<file path="src/rtl/countdown_timer_ctrl_if.sv">
// countdown_timer_ctrl_if: button/tick inputs and BCD display/status outputs of the countdown timer.
interface countdown_timer_ctrl_if;
    logic       tick;
    logic       start_stop;
    logic       clear;
    logic       set_en;
    logic       inc_min;
    logic       inc_sec;
    logic [3:0] min_t;
    logic [3:0] min_u;
    logic [3:0] sec_t;
    logic [3:0] sec_u;
    logic       running;
    logic       done;
    logic [1:0] state;

    modport master (
        output tick, start_stop, clear, set_en, inc_min, inc_sec,
        input  min_t, min_u, sec_t, sec_u, running, done, state
    );

    modport slave (
        input  tick, start_stop, clear, set_en, inc_min, inc_sec,
        output min_t, min_u, sec_t, sec_u, running, done, state
    );
endinterface

</file>
<file path="src/rtl/countdown_timer_ctrl.sv">
// countdown_timer_ctrl: MM:SS BCD countdown with run/pause/done FSM and a preset editable in IDLE.
// Define COUNTDOWN_AUTO_RELOAD_EN to reload the preset at 00:00 and pulse done instead of stopping.
module countdown_timer_ctrl #(
    parameter logic [3:0] INIT_MIN_T = 4'd0,
    parameter logic [3:0] INIT_MIN_U = 4'd1,
    parameter logic [3:0] INIT_SEC_T = 4'd3,
    parameter logic [3:0] INIT_SEC_U = 4'd0
) (
    input logic clk,
    input logic rst,
    countdown_timer_ctrl_if.slave bus
);
    typedef enum logic [1:0] {IDLE, RUN, PAUSE, DONE} state_t;
    localparam logic [15:0] INIT = {INIT_MIN_T, INIT_MIN_U, INIT_SEC_T, INIT_SEC_U};

    state_t      state_q, state_n;
    logic [15:0] disp_q, disp_n, preset_q, preset_n, dec;
    logic        running_q, done_q, done_n, su0, st0, mu0, zero, last;

    // Wrapping 00..59 increment of a two-digit BCD field.
    function automatic logic [7:0] inc59(input logic [7:0] v);
        return (v[3:0] == 4'd9) ? ((v[7:4] == 4'd5) ? 8'h00 : {v[7:4] + 4'd1, 4'd0})
                                : {v[7:4], v[3:0] + 4'd1};
    endfunction

    assign su0  = disp_q[3:0] == 4'd0;
    assign st0  = disp_q[7:4] == 4'd0;
    assign mu0  = disp_q[11:8] == 4'd0;
    assign zero = disp_q == 16'h0000;
    assign last = disp_q == 16'h0001;

    assign dec[3:0]   = su0 ? 4'd9 : disp_q[3:0] - 4'd1;
    assign dec[7:4]   = su0 ? (st0 ? 4'd5 : disp_q[7:4] - 4'd1) : disp_q[7:4];
    assign dec[11:8]  = (su0 && st0) ? (mu0 ? 4'd9 : disp_q[11:8] - 4'd1) : disp_q[11:8];
    assign dec[15:12] = (su0 && st0 && mu0) ? disp_q[15:12] - 4'd1 : disp_q[15:12];

    always_comb begin
        state_n  = state_q;
        disp_n   = disp_q;
        preset_n = preset_q;
        done_n   = 1'b0;
        if (bus.clear) begin
            state_n = IDLE;
            disp_n  = preset_q;
        end else begin
            case (state_q)
                IDLE: begin
                    if (bus.set_en) begin
                        if (bus.inc_sec) preset_n[7:0] = inc59(preset_q[7:0]);
                        if (bus.inc_min) preset_n[15:8] = inc59(preset_q[15:8]);
                        disp_n = preset_n;
                    end
                    if (bus.start_stop && !zero) state_n = RUN;
                end
                RUN: begin
                    if (bus.tick && last) begin
`ifdef COUNTDOWN_AUTO_RELOAD_EN
                        disp_n = preset_q;
                        done_n = 1'b1;
                        if (bus.start_stop) state_n = PAUSE;
`else
                        disp_n  = dec;
                        state_n = DONE;
`endif
                    end else begin
                        if (bus.tick && !zero) disp_n = dec;
                        if (bus.start_stop) state_n = PAUSE;
                    end
                end
                PAUSE: if (bus.start_stop) state_n = RUN;
                default: begin
                    if (bus.start_stop) begin
                        state_n = IDLE;
                        disp_n  = preset_q;
                    end
                end
            endcase
        end
`ifndef COUNTDOWN_AUTO_RELOAD_EN
        done_n = state_n == DONE;
`endif
    end

    always_ff @(posedge clk or posedge rst) begin
        if (rst) begin
            state_q   <= IDLE;
            disp_q    <= INIT;
            preset_q  <= INIT;
            running_q <= 1'b0;
            done_q    <= 1'b0;
        end else begin
            state_q   <= state_n;
            disp_q    <= disp_n;
            preset_q  <= preset_n;
            running_q <= state_n == RUN;
            done_q    <= done_n;
        end
    end

    assign {bus.min_t, bus.min_u, bus.sec_t, bus.sec_u} = disp_q;
    assign bus.state   = state_q;
    assign bus.running = running_q;
    assign bus.done    = done_q;
endmodule

</file>
<file path="src/flat_wrapper.sv">
// flat-port wrapper written by rule: the top's interface ports become plain ports
module countdown_timer_ctrl_flat 
#(
    parameter logic [3:0] INIT_MIN_T = 4'd0,
    parameter logic [3:0] INIT_MIN_U = 4'd1,
    parameter logic [3:0] INIT_SEC_T = 4'd3,
    parameter logic [3:0] INIT_SEC_U = 4'd0
)
  (clk, rst, bus_tick, bus_start_stop, bus_clear, bus_set_en, bus_inc_min, bus_inc_sec, bus_min_t, bus_min_u, bus_sec_t, bus_sec_u, bus_running, bus_done, bus_state);
  countdown_timer_ctrl_if bus_i ();
  input logic clk;
  input logic rst;
  input wire logic [$bits(bus_i.tick)-1:0] bus_tick;
  input wire logic [$bits(bus_i.start_stop)-1:0] bus_start_stop;
  input wire logic [$bits(bus_i.clear)-1:0] bus_clear;
  input wire logic [$bits(bus_i.set_en)-1:0] bus_set_en;
  input wire logic [$bits(bus_i.inc_min)-1:0] bus_inc_min;
  input wire logic [$bits(bus_i.inc_sec)-1:0] bus_inc_sec;
  output wire logic [$bits(bus_i.min_t)-1:0] bus_min_t;
  output wire logic [$bits(bus_i.min_u)-1:0] bus_min_u;
  output wire logic [$bits(bus_i.sec_t)-1:0] bus_sec_t;
  output wire logic [$bits(bus_i.sec_u)-1:0] bus_sec_u;
  output wire logic [$bits(bus_i.running)-1:0] bus_running;
  output wire logic [$bits(bus_i.done)-1:0] bus_done;
  output wire logic [$bits(bus_i.state)-1:0] bus_state;
  assign bus_i.tick = bus_tick;
  assign bus_i.start_stop = bus_start_stop;
  assign bus_i.clear = bus_clear;
  assign bus_i.set_en = bus_set_en;
  assign bus_i.inc_min = bus_inc_min;
  assign bus_i.inc_sec = bus_inc_sec;
  assign bus_min_t = bus_i.min_t;
  assign bus_min_u = bus_i.min_u;
  assign bus_sec_t = bus_i.sec_t;
  assign bus_sec_u = bus_i.sec_u;
  assign bus_running = bus_i.running;
  assign bus_done = bus_i.done;
  assign bus_state = bus_i.state;
  countdown_timer_ctrl #(.INIT_MIN_T(INIT_MIN_T), .INIT_MIN_U(INIT_MIN_U), .INIT_SEC_T(INIT_SEC_T), .INIT_SEC_U(INIT_SEC_U)) u_core (.clk(clk), .rst(rst), .bus(bus_i));
endmodule
</file>
<file path="config.mk">
export PLATFORM = sky130hd
export DESIGN_NAME = countdown_timer_ctrl_flat
export DESIGN_NICKNAME = d
export VERILOG_FILES = /design/src/rtl/countdown_timer_ctrl_if.sv /design/src/rtl/countdown_timer_ctrl.sv /design/src/flat_wrapper.sv
export SDC_FILE = /design/constraint.sdc
export NUM_CORES = 1
export LEC_CHECK = 0
export ABC_AREA = 1
export CAP_MARGIN = 0
export CORE_ASPECT_RATIO = 1.2
export CORE_MARGIN = 3
export CORE_UTILIZATION = 42
export DETAILED_ROUTE_END_ITERATION = 6
export HOLD_SLACK_MARGIN = 0.05
export PLACE_DENSITY = 0.65
export SLEW_MARGIN = 25
export SYNTH_ARGS = -nofsm -noshare
export SYNTH_HDL_FRONTEND = slang
export SYNTH_SLANG_ARGS = --single-unit
export TNS_END_PERCENT = 1
</file>
<file path="constraint.sdc">
create_clock -name clk -period 2.9 [get_ports clk]
set_input_delay 0.29 -clock clk [delete_from_list [all_inputs] [get_ports clk]]
set_output_delay 0.29 -clock clk [all_outputs]
set_load 0.005 [all_outputs]
</file>
Word-level counts from Yosys, hierarchy flattened:

Cells that the tools add are included.

* register bits: 36
* input bits: 8
* word-level logic and storage cells: 65
* output and inout port bits: 20

* add/sub/neg operators: 8
* reductions and logical operators: 14
* bitwise gates (word level): 1
* equality and inequality tests: 12
* muxes and demuxes: 25

Operators by type and width (number)
* 2-to-1 mux 16 bit: 5
* 2-to-1 mux 8 bit: 6
* case mux 16 bit (3 select lines): 1
* 2-to-1 mux 4 bit: 6
* adder 4 x 1 -> 4 bit, second input constant: 4
* equality test 16 x 1 -> 1 bit, second input constant: 1
* logical NOT 16 bit: 1
* subtractor 4 x 1 -> 4 bit, second input constant: 4
* logical NOT 4 bit: 3
* 2-to-1 mux 2 bit: 6
* equality test 4 x 3 -> 1 bit, second input constant: 2
* equality test 4 bit, second input constant: 2
* case mux 2 bit (3 select lines): 1
* logical AND 1 bit: 5
* equality test 2 x 1 -> 1 bit, second input constant: 2
* equality test 2 bit, second input constant: 2
* inequality test 4 x 2 -> 1 bit, second input constant: 1
* AND reduction 4 bit: 1
* nonzero test 4 bit: 1
* inequality test 3 bit, second input constant: 1
* AND reduction 3 bit: 1
* logical NOT 2 bit: 1
* inequality test 2 bit, second input constant: 1
* logical NOT 1 bit: 1
* NOT 1 bit: 1

Logic depth before layout (Yosys ltp):

Gate-level depths: netlist of the first run.

* depth in word-level cells: 8
* depth in mapped cells: 12
* mapped depth without buffers: 12

Worst setup path before layout of the first run:

No wires, ideal clock.

* path type: register to register
* from: register u_core.disp_q[4]
* to: register u_core.disp_q[8]
* path buffers: 0
* cell stages (with the launch flop): 12
* setup time: 0.072 ns
* data required time: 2.828 ns
* arrival: 1.573 ns
* setup slack: 1.255 ns
* cells stage by stage: dfstp_2 inv_1 ha_1 nand3_2 nor2_1 nand2_1 nand2_1 nand2_4 nand2_8 nor2_4 nand2_1 o21ai_1

* longest elaborated chain between the ends: 7
* elaborated cells between the ends (all ways): 14
* those cells by class: 2 x eq/ne; 5 x mux; 7 x reduce/logical

RTL lines
* from (decl): line countdown_timer_ctrl.sv:17 `logic [15:0] disp_q, disp_n, preset_q, preset_n, dec;`
* from (signal assigned): line countdown_timer_ctrl.sv:93 `disp_q <= disp_n;`
* logical NOT 4 bit: line countdown_timer_ctrl.sv:27 `assign st0 = disp_q[7:4] == 4'd0;`
* logical AND 1 bit: line countdown_timer_ctrl.sv:34 `assign dec[11:8] = (su0 && st0) ? (mu0 ? 4'd9 : disp_q[11:8] - 4'd1) : disp_q[11:8];`
* 2-to-1 mux 4 bit: line countdown_timer_ctrl.sv:34
* 2-to-1 mux 16 bit: line countdown_timer_ctrl.sv:66 `if (bus.tick && !zero) disp_n = dec;`
* 2-to-1 mux 16 bit: line countdown_timer_ctrl.sv:56 `if (bus.tick && last) begin`
* case mux 16 bit (3 select lines): line countdown_timer_ctrl.sv:46 `case (state_q)`
* 2-to-1 mux 16 bit: line countdown_timer_ctrl.sv:42 `if (bus.clear) begin`

Parallel ways exist; a longest one is shown, timed or not. The select of a mux whose other input is x is not followed.
A chain may end at the register's enable or synchronous reset.

Worst setup path in the final report of the first run:

* from: register u_core.disp_q[4]
* to: register u_core.disp_q[9]

Same word-level chain as after synthesis.

==> reports/results.tsv, run 1 <==
metric	value	unit
Synth Area per Inst	7.09	um2
post-cts sizing count	0	
CP arrival	2130	ps
layout cell share with drive strength beyond 1	12.9	%
DRC viols	0	
TritonCTS clock tree	built	
DR pass1 iterations	5	
synthesis warning total	0	
antenna violations before repair	0	
post-layout min period	1910	ps
measured slew at the worst slew-check pin	518	ps
vias per std cell	5.24	
Routed met1 length	2970	um
syn_nets	385	
root buffer cell	clkbuf_8	
dpl cells	475	
Reg2Reg Setup Slack	990	ps
gr usage total	19.9	%
total of max-cap violations	0	
Hold Buf Count CTS	0	
Setup violations, final	0	
WL final	6640	um
status	finished clean	
total CTS buffers	5	
Final GP Congestion	0.901	
first-pass GRT wire length	11400	um
sequential fraction of the synthesis area	34.6	%
Die W	78.2	um
DP HPWL	5090	um
worst reg2reg path depth	11	
Worst setup EP type	register	
relative slew slack	65.4	%
Ports	28	
Post-synth ARST share	100	%
Core Footprint	0.00586	mm2
vias in the first global route	2435	
Startpoint Class	register	
largest net degree at the start of global routing	37	
CTS sink count	36	
#FFs+latches synth	36	
leakage power	1.49	nW
Worst Path Max Fanout	8	
Synth Flop Type	dfrtp_1	
height of the die	92.6	um
Antenna Cells	0	
Fin Hold WS	408	ps
worst r2r dst	u_core.disp_q[9]	
Reg clk slew, reported paths	70	ps
starting density of the core	44.8	%
Post-Syn Area	0.00262	mm2
Die Area	0.00724	mm2
CP Class	reg -> reg	
R2R Path Start	u_core.disp_q[4]	
Layout Nets	417	
routed vias	2532	
routed len/inst	13.8	um
post-route clock period utilization	65.8	%
# rows	30	
gr ovfl total	0	
number of distinct library cells after synthesis	37	
worst endpoint required time	3120	ps
RSZ-0062 raised after global routing	no	
routed wl met2	3200	um
Syn Inst Count	370	
Routed Antenna Nets	0	
DR WL met3	380	um
Area Overhead vs Synth	17.0	%
CTS max path bufs	2	
Post-synth EDFFs	0	
uppermost layer routed	met4	
Pins Over Slew Limit	0	
I/O Buffers	27	
FMAX	524	MHz
Clock Skews	3.94	ps
setup_tns	0	ps
Power Total	2.55	mW
DRT iter0 DRCs	193	
HP Class	in -> async	
H-tree depth	2	
largest vdd supply drop	0.000284	V
Final Hold Fails	0	
total setup buffers inserted after CTS	0	
power density over the cells	829	mW/mm2
Finished Layout Cells	483	
clk_lat worst skew	290	ps
## layout by cell type, fill, tap and decap left out
| master | count |
|---|---|
| clkbuf_8 | 6 |
| xnor2_1 | 2 |
| or2_2 | 1 |
| o21ai_1 | 10 |
| inv_1 | 50 |
| nand4_1 | 12 |
| nand3b_1 | 2 |
| nand2_8 | 1 |
| nand2_4 | 2 |
| o221ai_1 | 3 |
| clkbuf_1 | 2 |
| inv_4 | 3 |
| xor2_1 | 3 |
| clkinv_2 | 1 |
| inv_2 | 4 |
| a21oi_1 | 8 |
| a21oi_4 | 1 |
| buf_4 | 4 |
| o22ai_1 | 2 |
| nor2_8 | 1 |
| nand3_2 | 2 |
| nand2_1 | 112 |
| nor2_1 | 22 |
| dfrtp_1 | 30 |
| ha_1 | 7 |
| a22oi_1 | 3 |
| nand3_1 | 30 |
| nor2_2 | 5 |
| nor2_4 | 7 |
| dfstp_2 | 6 |
| o21ai_2 | 4 |
| o21ai_0 | 22 |
| nor3_4 | 1 |
| clkdlybuf4s50_1 | 27 |
| a31oi_1 | 3 |
| clkinv_1 | 1 |
| nand2_2 | 3 |
## flip-flops by register name (all words and copies together), names as in the netlist
| signal | cells |
|---|---|
| u_core.bus.running | 1 |
| u_core.bus.state | 2 |
| u_core.preset_q | 16 |
| u_core.bus.done | 1 |
| u_core.disp_q | 16 |
## final cells by class
class | count | area [um2]
Clock buffer | 8 | 90.1
Fill cell | 616 | 2790
Inverter | 59 | 230
Multi-Input combinational cell | 269 | 1440
Sequential cell | 36 | 908
Tap cell | 80 | 100
Timing Repair Buffer | 31 | 300
## routing by layer
layer,vias to the layer above,GRT usage (%)
met5,-,0
met4,0,6.56
met3,13,3.50
met2,95,32.8
met1,1165,26.3
li1,1259,-
## report_power, final
part	leakage, nW	total (mW)	internal, mW	switching (mW)
logic	1.01	1.27	0.535	0.736
clock network	0.0455	0.380	0.194	0.186
registers	0.438	0.895	0.701	0.194
total	1.49	2.55	1.43	1.12
## per-stage QoR
| stage | utilization, % | cell area, um2 | worst slack (ps) |
|---|---|---|---|
| 6_report | 52.4 | 3070 | 991 |
| 5_1_grt | 52.4 | 3070 | 861 |
| 4_1_cts | 52.4 | 3070 | 1010 |
| 3_5_place_dp | 50.9 | 2980 | 931 |
| 3_3_place_gp | 50.9 | 2980 | 958 |
| 2_1_floorplan | - | 2620 | 1260 |
## how the worst max path moves through the flow
stage | startpoint | endpoint
6_report | u_core.disp_q[4] | u_core.disp_q[9]
5_1_grt | u_core.disp_q[4] | u_core.disp_q[8]
4_1_cts | u_core.disp_q[4] | u_core.disp_q[9]
3_5_place_dp | bus_clear | u_core.disp_q[9]
3_3_place_gp | bus_clear | u_core.disp_q[9]
2_1_floorplan | u_core.disp_q[4] | u_core.disp_q[8]
## Yosys cell counts, types with 4 or more instances
master | number | area, um2
nand2_1 | 112 | 420
inv_1 | 50 | 188
dfrtp_1 | 30 | 751
nand3_1 | 30 | 150
nor2_1 | 22 | 82.6
o21ai_0 | 22 | 110
nand4_1 | 12 | 75.1
o21ai_1 | 10 | 50.1
a21oi_1 | 8 | 40.0
ha_1 | 7 | 87.6
nor2_4 | 7 | 78.8
dfstp_2 | 6 | 158
nor2_2 | 5 | 31.3
inv_2 | 4 | 15.0
o21ai_2 | 4 | 35.0
## critical path: stages (launching register included)
cell and delay (ps):
dfstp_2 560, inv_1 70, ha_1 230, nand3_2 180, nor2_1 60, nand2_1 60
nand2_1 70, nand2_4 130, nand2_8 90, nor2_4 200, nand2_1 90, o21ai_1 80
## kinds of logic after synthesis
family / after synthesis / synth area share [%]
and+or+nand+nor: 201 / 37.2
buffers and inverters: 65 / 10.5
AOI/OAI and AO/OA: 56 / 12.6
DFF: 36 / 34.6
adders and majority gates: 7 / 3.34
xor gates and xnor gates: 5 / 1.67
Power figures use the tool's default switching activity.
==> run 2: changes to the inputs <==
Settings changed: PLACE_DENSITY 0.65 to 0.68.
Clock period 2.9 ns to 1.7 ns, I/O delays scaled along.
==> reports/results.tsv, run 2 (synthesis results as in run 1) <==
metric	value	unit	change
starting density of the core	44.8	%	unchanged
layout cell share with drive strength beyond 1	22.0	%	+9.1 points
Reg clk slew, reported paths	70	ps	about the same
Die W	78.2	um	unchanged
gr ovfl total	0		unchanged
HP Class	in -> async		
Die Area	0.00724	mm2	unchanged
TritonCTS clock tree	built		
Fin Hold WS	283	ps	-124 ps
gr usage total	19.8	%	-0.098 points
DR pass1 iterations	4		-1
worst endpoint required time	1910	ps	-1210 ps
status	finished clean		
root buffer cell	clkbuf_8		
grt peak-use layer	met2		
Psw	2.00	mW	+79%
routed len/inst	13.2	um	-4.0%
grt met3 use	3.21	%	-0.29 points
number of fillers in the final layout	572		-7.1%
CTS sink count	36		unchanged
Final Hold Fails	0		unchanged
met1 usage in global routing	25.6	%	-0.66 points
routed vias	2585		+2.1%
FMAX	613	MHz	+17%
setup slack after layout	68.4	ps	-923 ps
Final GP Congestion	0.840		-6.7%
Antenna Cells	0		unchanged
Finished Layout Cells	508		+5.2%
Routed Antenna Nets	0		unchanged
Pins Over Slew Limit	0		unchanged
height of the die	92.6	um	unchanged
Worst Path Max Fanout	8		unchanged
WL final	6710	um	+0.93%
leakage power	1.62	nW	+8.3%
Worst setup EP type	register		
Seq pwr share	32.5	%	-2.7 points
DRC viols	0		unchanged
DP HPWL	5170	um	+1.8%
Comb pwr share	55.4	%	+5.5 points
clk_lat worst skew	290	ps	about the same
CP Class	reg -> reg		
Layout Nets	444		+6.5%
largest vdd supply drop	0.000708	V	+150%
vias per std cell	5.09		-2.9%
Hold Buf Count CTS	0		unchanged
Sw Ratio	43.0	%	-0.80 points
dpl cells	498		+4.8%
Area Overhead vs Synth	26.7	%	
Startpoint Class	register		
Ports	28		unchanged
routing usage on met2	32.6	%	-0.21 points
# rows	30		unchanged
vias in the first global route	2562		+5.2%
first-pass GRT wire length	11500	um	+0.24%
CP arrival	1840	ps	-290 ps
DP Worst Slack	-38.9	ps	-970 ps
I/O Buffers	27		unchanged
total of max-cap violations	0		unchanged
RSZ-0062 raised after global routing	yes		
antenna violations before repair	0		unchanged
most common cell after layout, fill and taps aside	nand2_1		
DRT iter0 DRCs	123		-36%
largest net degree at the start of global routing	37		unchanged
power density over the cells	1400	mW/mm2	+69%
Setup violations, final	0		unchanged
post-layout min period	1630	ps	-277 ps
Core Footprint	0.00586	mm2	unchanged
H-tree depth	2		unchanged
total CTS buffers	5		unchanged
Int Power	2.65	mW	+85%
CTS max path bufs	2		unchanged
relative slew slack	68.3	%	+2.9 points
measured slew at the worst slew-check pin	476	ps	-41.8 ps
commonest non-fill, non-tap cells in the layout	110 x nand2_1, 45 x inv_1, 31 x buf_4		
Clock Skews	8.03	ps	+4.10 ps
Clk network pwr share	12.1	%	-2.8 points
post-route clock period utilization	96.0	%	+30 points
==> run 2: final timing paths <==
| check | startpoint | slack [ps] | endpoint | depth (start not counted) |
|---|---|---|---|---|
| max in group asynchronous | rst | 1050 | u_core.bus.state[1] | 3 |
| hold / removal | rst | 280 | u_core.disp_q[6] | 3 |
| setup / recovery | u_core.disp_q[4] | 70 | u_core.disp_q[9] | 11 |
| hold reg to reg | u_core.disp_q[15] | 520 | u_core.disp_q[15] | 2 |
| min in group clk | u_core.disp_q[15] | 520 | u_core.disp_q[15] | 2 |
| setup reg to reg | u_core.disp_q[4] | 70 | u_core.disp_q[9] | 11 |
==> run 2: per-stage QoR <==
stage | utilization [%] | TNS, ps | power (mW) | instance area [um2]
2_1_floorplan | - | 0 | 2.92 | 2620
3_3_place_gp | 53.8 | -1.56 | 3.85 | 3150
3_5_place_dp | 53.8 | -127 | 3.90 | 3150
4_1_cts | 55.6 | 0 | 4.54 | 3250
5_1_grt | 56.8 | -3.40 | 5.07 | 3320
6_report | 56.8 | 0 | 4.65 | 3320
==> run 2: layout make-up <==
| type | instances | area, um2 | area share [%] |
|---|---|---|---|
| multi-input combinational | 269 | 1510 | 45.4 |
| sequential | 36 | 910 | 27.4 |
| timing repair buffer | 58 | 503 | 15.1 |
| inverter | 59 | 230 | 6.93 |
| tap | 80 | 100 | 3.01 |
| clock buffer | 6 | 72.6 | 2.18 |
==> run 2: timing repair <==
item	CTS	global route
setup buffers	2	2
gates cloned	0	0
resized for setup	5	16
setup endpoints to repair	6	17
pin swaps	7	7
==> run 2: routing by layer <==
layer	up-vias	share of wire, %
li1	1307	-
met1	1210	45
met2	54	49
met3	14	4.1
met4	0	2.1
met5	-	0
==> run 2: power by group through the flow <==
stage | registers, mW | clock network [mW] | logic, mW
2_1_floorplan | 1.47 | 0 | 1.45
3_3_place_gp | 1.51 | 0 | 2.35
3_5_place_dp | 1.52 | 0 | 2.38
4_1_cts | 1.50 | 0.589 | 2.45
5_1_grt | 1.57 | 0.622 | 2.88
6_report | 1.51 | 0.562 | 2.58
==> run 2: critical path, cell delays in order, from the launching register on <==
cell	delay, ps
dfstp_2	540
inv_2	50
ha_4	160
nand3_4	90
nor2_1	50
nand2_1	80
nand2_2	60
nand2_4	100
nand2_8	80
nor2_4	170
nand2_1	70
o21ai_1	90
==> run 3: changes to the inputs <==
Settings changed: CORE_ASPECT_RATIO 1.2 to 1.4.
==> reports/results.tsv, run 3 (synthesis results as in run 1) <==
metric	value	unit	change
Power Total	4.69	mW	+0.87%
setup slack after layout	69.9	ps	+1.45 ps
largest vdd supply drop	0.000649	V	-8.3%
root buffer cell	clkbuf_8		
Antenna Cells	0		unchanged
TritonCTS clock tree	built		
setup_tns	0	ps	unchanged
post-layout util	56.5	%	-0.21 points
HP Class	in -> async		
largest net degree at the start of global routing	37		unchanged
Fin Hold WS	293	ps	+9.59 ps
Layout Nets	446		+0.45%
DP Worst Slack	-30.4	ps	+8.48 ps
leakage power	1.64	nW	+1.5%
post-layout min period	1630	ps	-1.45 ps
vias per std cell	5.13		+0.73%
# rows	33		+10%
first-pass GRT wire length	11400	um	-0.90%
total CTS buffers	5		unchanged
layout cell share with drive strength beyond 1	21.5	%	-0.43 points
vias in the first global route	2547		-0.59%
placed cell area	0.00317	mm2	+0.71%
Setup violations, final	0		unchanged
post-route clock period utilization	95.9	%	about the same
Die W	72.8	um	-6.8%
DRT iter0 DRCs	132		+7.3%
routed len/inst	13.1	um	-0.49%
commonest non-fill, non-tap cells in the layout	110 x nand2_1, 46 x inv_1, 32 x buf_4		
Routed Antenna Nets	0		unchanged
Worst Path Max Fanout	8		unchanged
FMAX	613	MHz	about the same
Finished Layout Cells	502		-1.2%
Worst setup EP type	register		
Hold Buf Count CTS	0		unchanged
antenna violations before repair	0		unchanged
worst endpoint required time	1920	ps	about the same
grt met3 use	3.64	%	+0.43 points
total of max-cap violations	0		unchanged
Die Area	0.00725	mm2	+0.14%
DP HPWL	4990	um	-3.6%
clk_lat worst skew	290	ps	about the same
WL final	6590	um	-1.7%
Final Hold Fails	0		unchanged
measured slew at the worst slew-check pin	470	ps	-5.45 ps
relative slew slack	68.6	%	+0.36 points
area occupied by multi-input gates	0.00153	mm2	+1.2%
routing usage on met2	32.9	%	+0.32 points
CTS max path bufs	2		unchanged
Core Footprint	0.00595	mm2	+1.5%
CP Class	reg -> reg		
Clock Skews	6.37	ps	-1.66 ps
number of fillers in the final layout	585		+2.3%
Reg2Reg Setup Slack	70	ps	about the same
routed vias	2573		-0.46%
Pins Over Slew Limit	0		unchanged
design area	0.00336	mm2	+1.2%
CP arrival	1850	ps	about the same
gr ovfl total	0		unchanged
height of the die	99.5	um	+7.5%
I/O Buffers	27		unchanged
power density over the cells	1390	mW/mm2	-0.30%
met1 usage in global routing	25.7	%	+0.038 points
starting density of the core	44.1	%	-0.68 points
Area Overhead vs Synth	28.1	%	
H-tree depth	2		unchanged
status	finished clean		
most common cell after layout, fill and taps aside	nand2_1		
Startpoint Class	register		
register area	908	um2	-0.14%
CTS sink count	36		unchanged
grt peak-use layer	met2		
DRC viols	0		unchanged
dpl cells	491		-1.4%
Ports	28		unchanged
Final GP Congestion	0.841		about the same
gr usage total	19.9	%	+0.14 points
RSZ-0062 raised after global routing	yes		
Reg clk slew, reported paths	70	ps	about the same
DR pass1 iterations	4		unchanged
run 3: worst max-delay path, cell delays in order (launching register included):
cell	delay (ps)
dfstp_2	540
inv_2	50
ha_4	160
nand3_4	100
nor2_2	40
nand2_1	70
nand2_2	70
nand2_4	90
nand2_8	80
nor2_4	200
nand2_1	100
o21ai_2	60
run 3: worst paths after layout:
check	cells after the start	endpoint	startpoint
setup / recovery	11	u_core.disp_q[8]	u_core.disp_q[5]
hold / removal	3	u_core.disp_q[2]	rst
setup reg to reg	11	u_core.disp_q[8]	u_core.disp_q[5]
hold reg to reg	2	u_core.disp_q[15]	u_core.disp_q[15]
max in group asynchronous	3	u_core.disp_q[4]	rst
min in group clk	2	u_core.disp_q[15]	u_core.disp_q[15]
run 3: metal layers:
metal  part of all wire, %  vias to the layer above
met2                    49                       62
met5                     0                        -
met4                   2.2                        0
met1                    44                     1188
met3                   4.5                       14
li1                      -                     1309
run 3: layout make-up:
cell class,instances,share of cell area (%)
multi-input combinational,269,45.4
sequential,36,27.0
timing repair buffer,60,15.8
inverter,59,6.85
tap,70,2.61
clock buffer,8,2.38
run 3: power breakdown:
part	total (mW)	switching, mW	internal (mW)
Combinational	2.60	1.39	1.21
Clock	0.594	0.302	0.291
Sequential	1.50	0.300	1.20
Total	4.69	1.99	2.70
run 3: timing repair:
item | CTS | global route
gates resized for setup | 4 | 17
setup endpoints to repair | 4 | 11
buffers inserted | 1 | 2
pin swaps | 8 | 10
hold endpoints to repair | 0 | 0
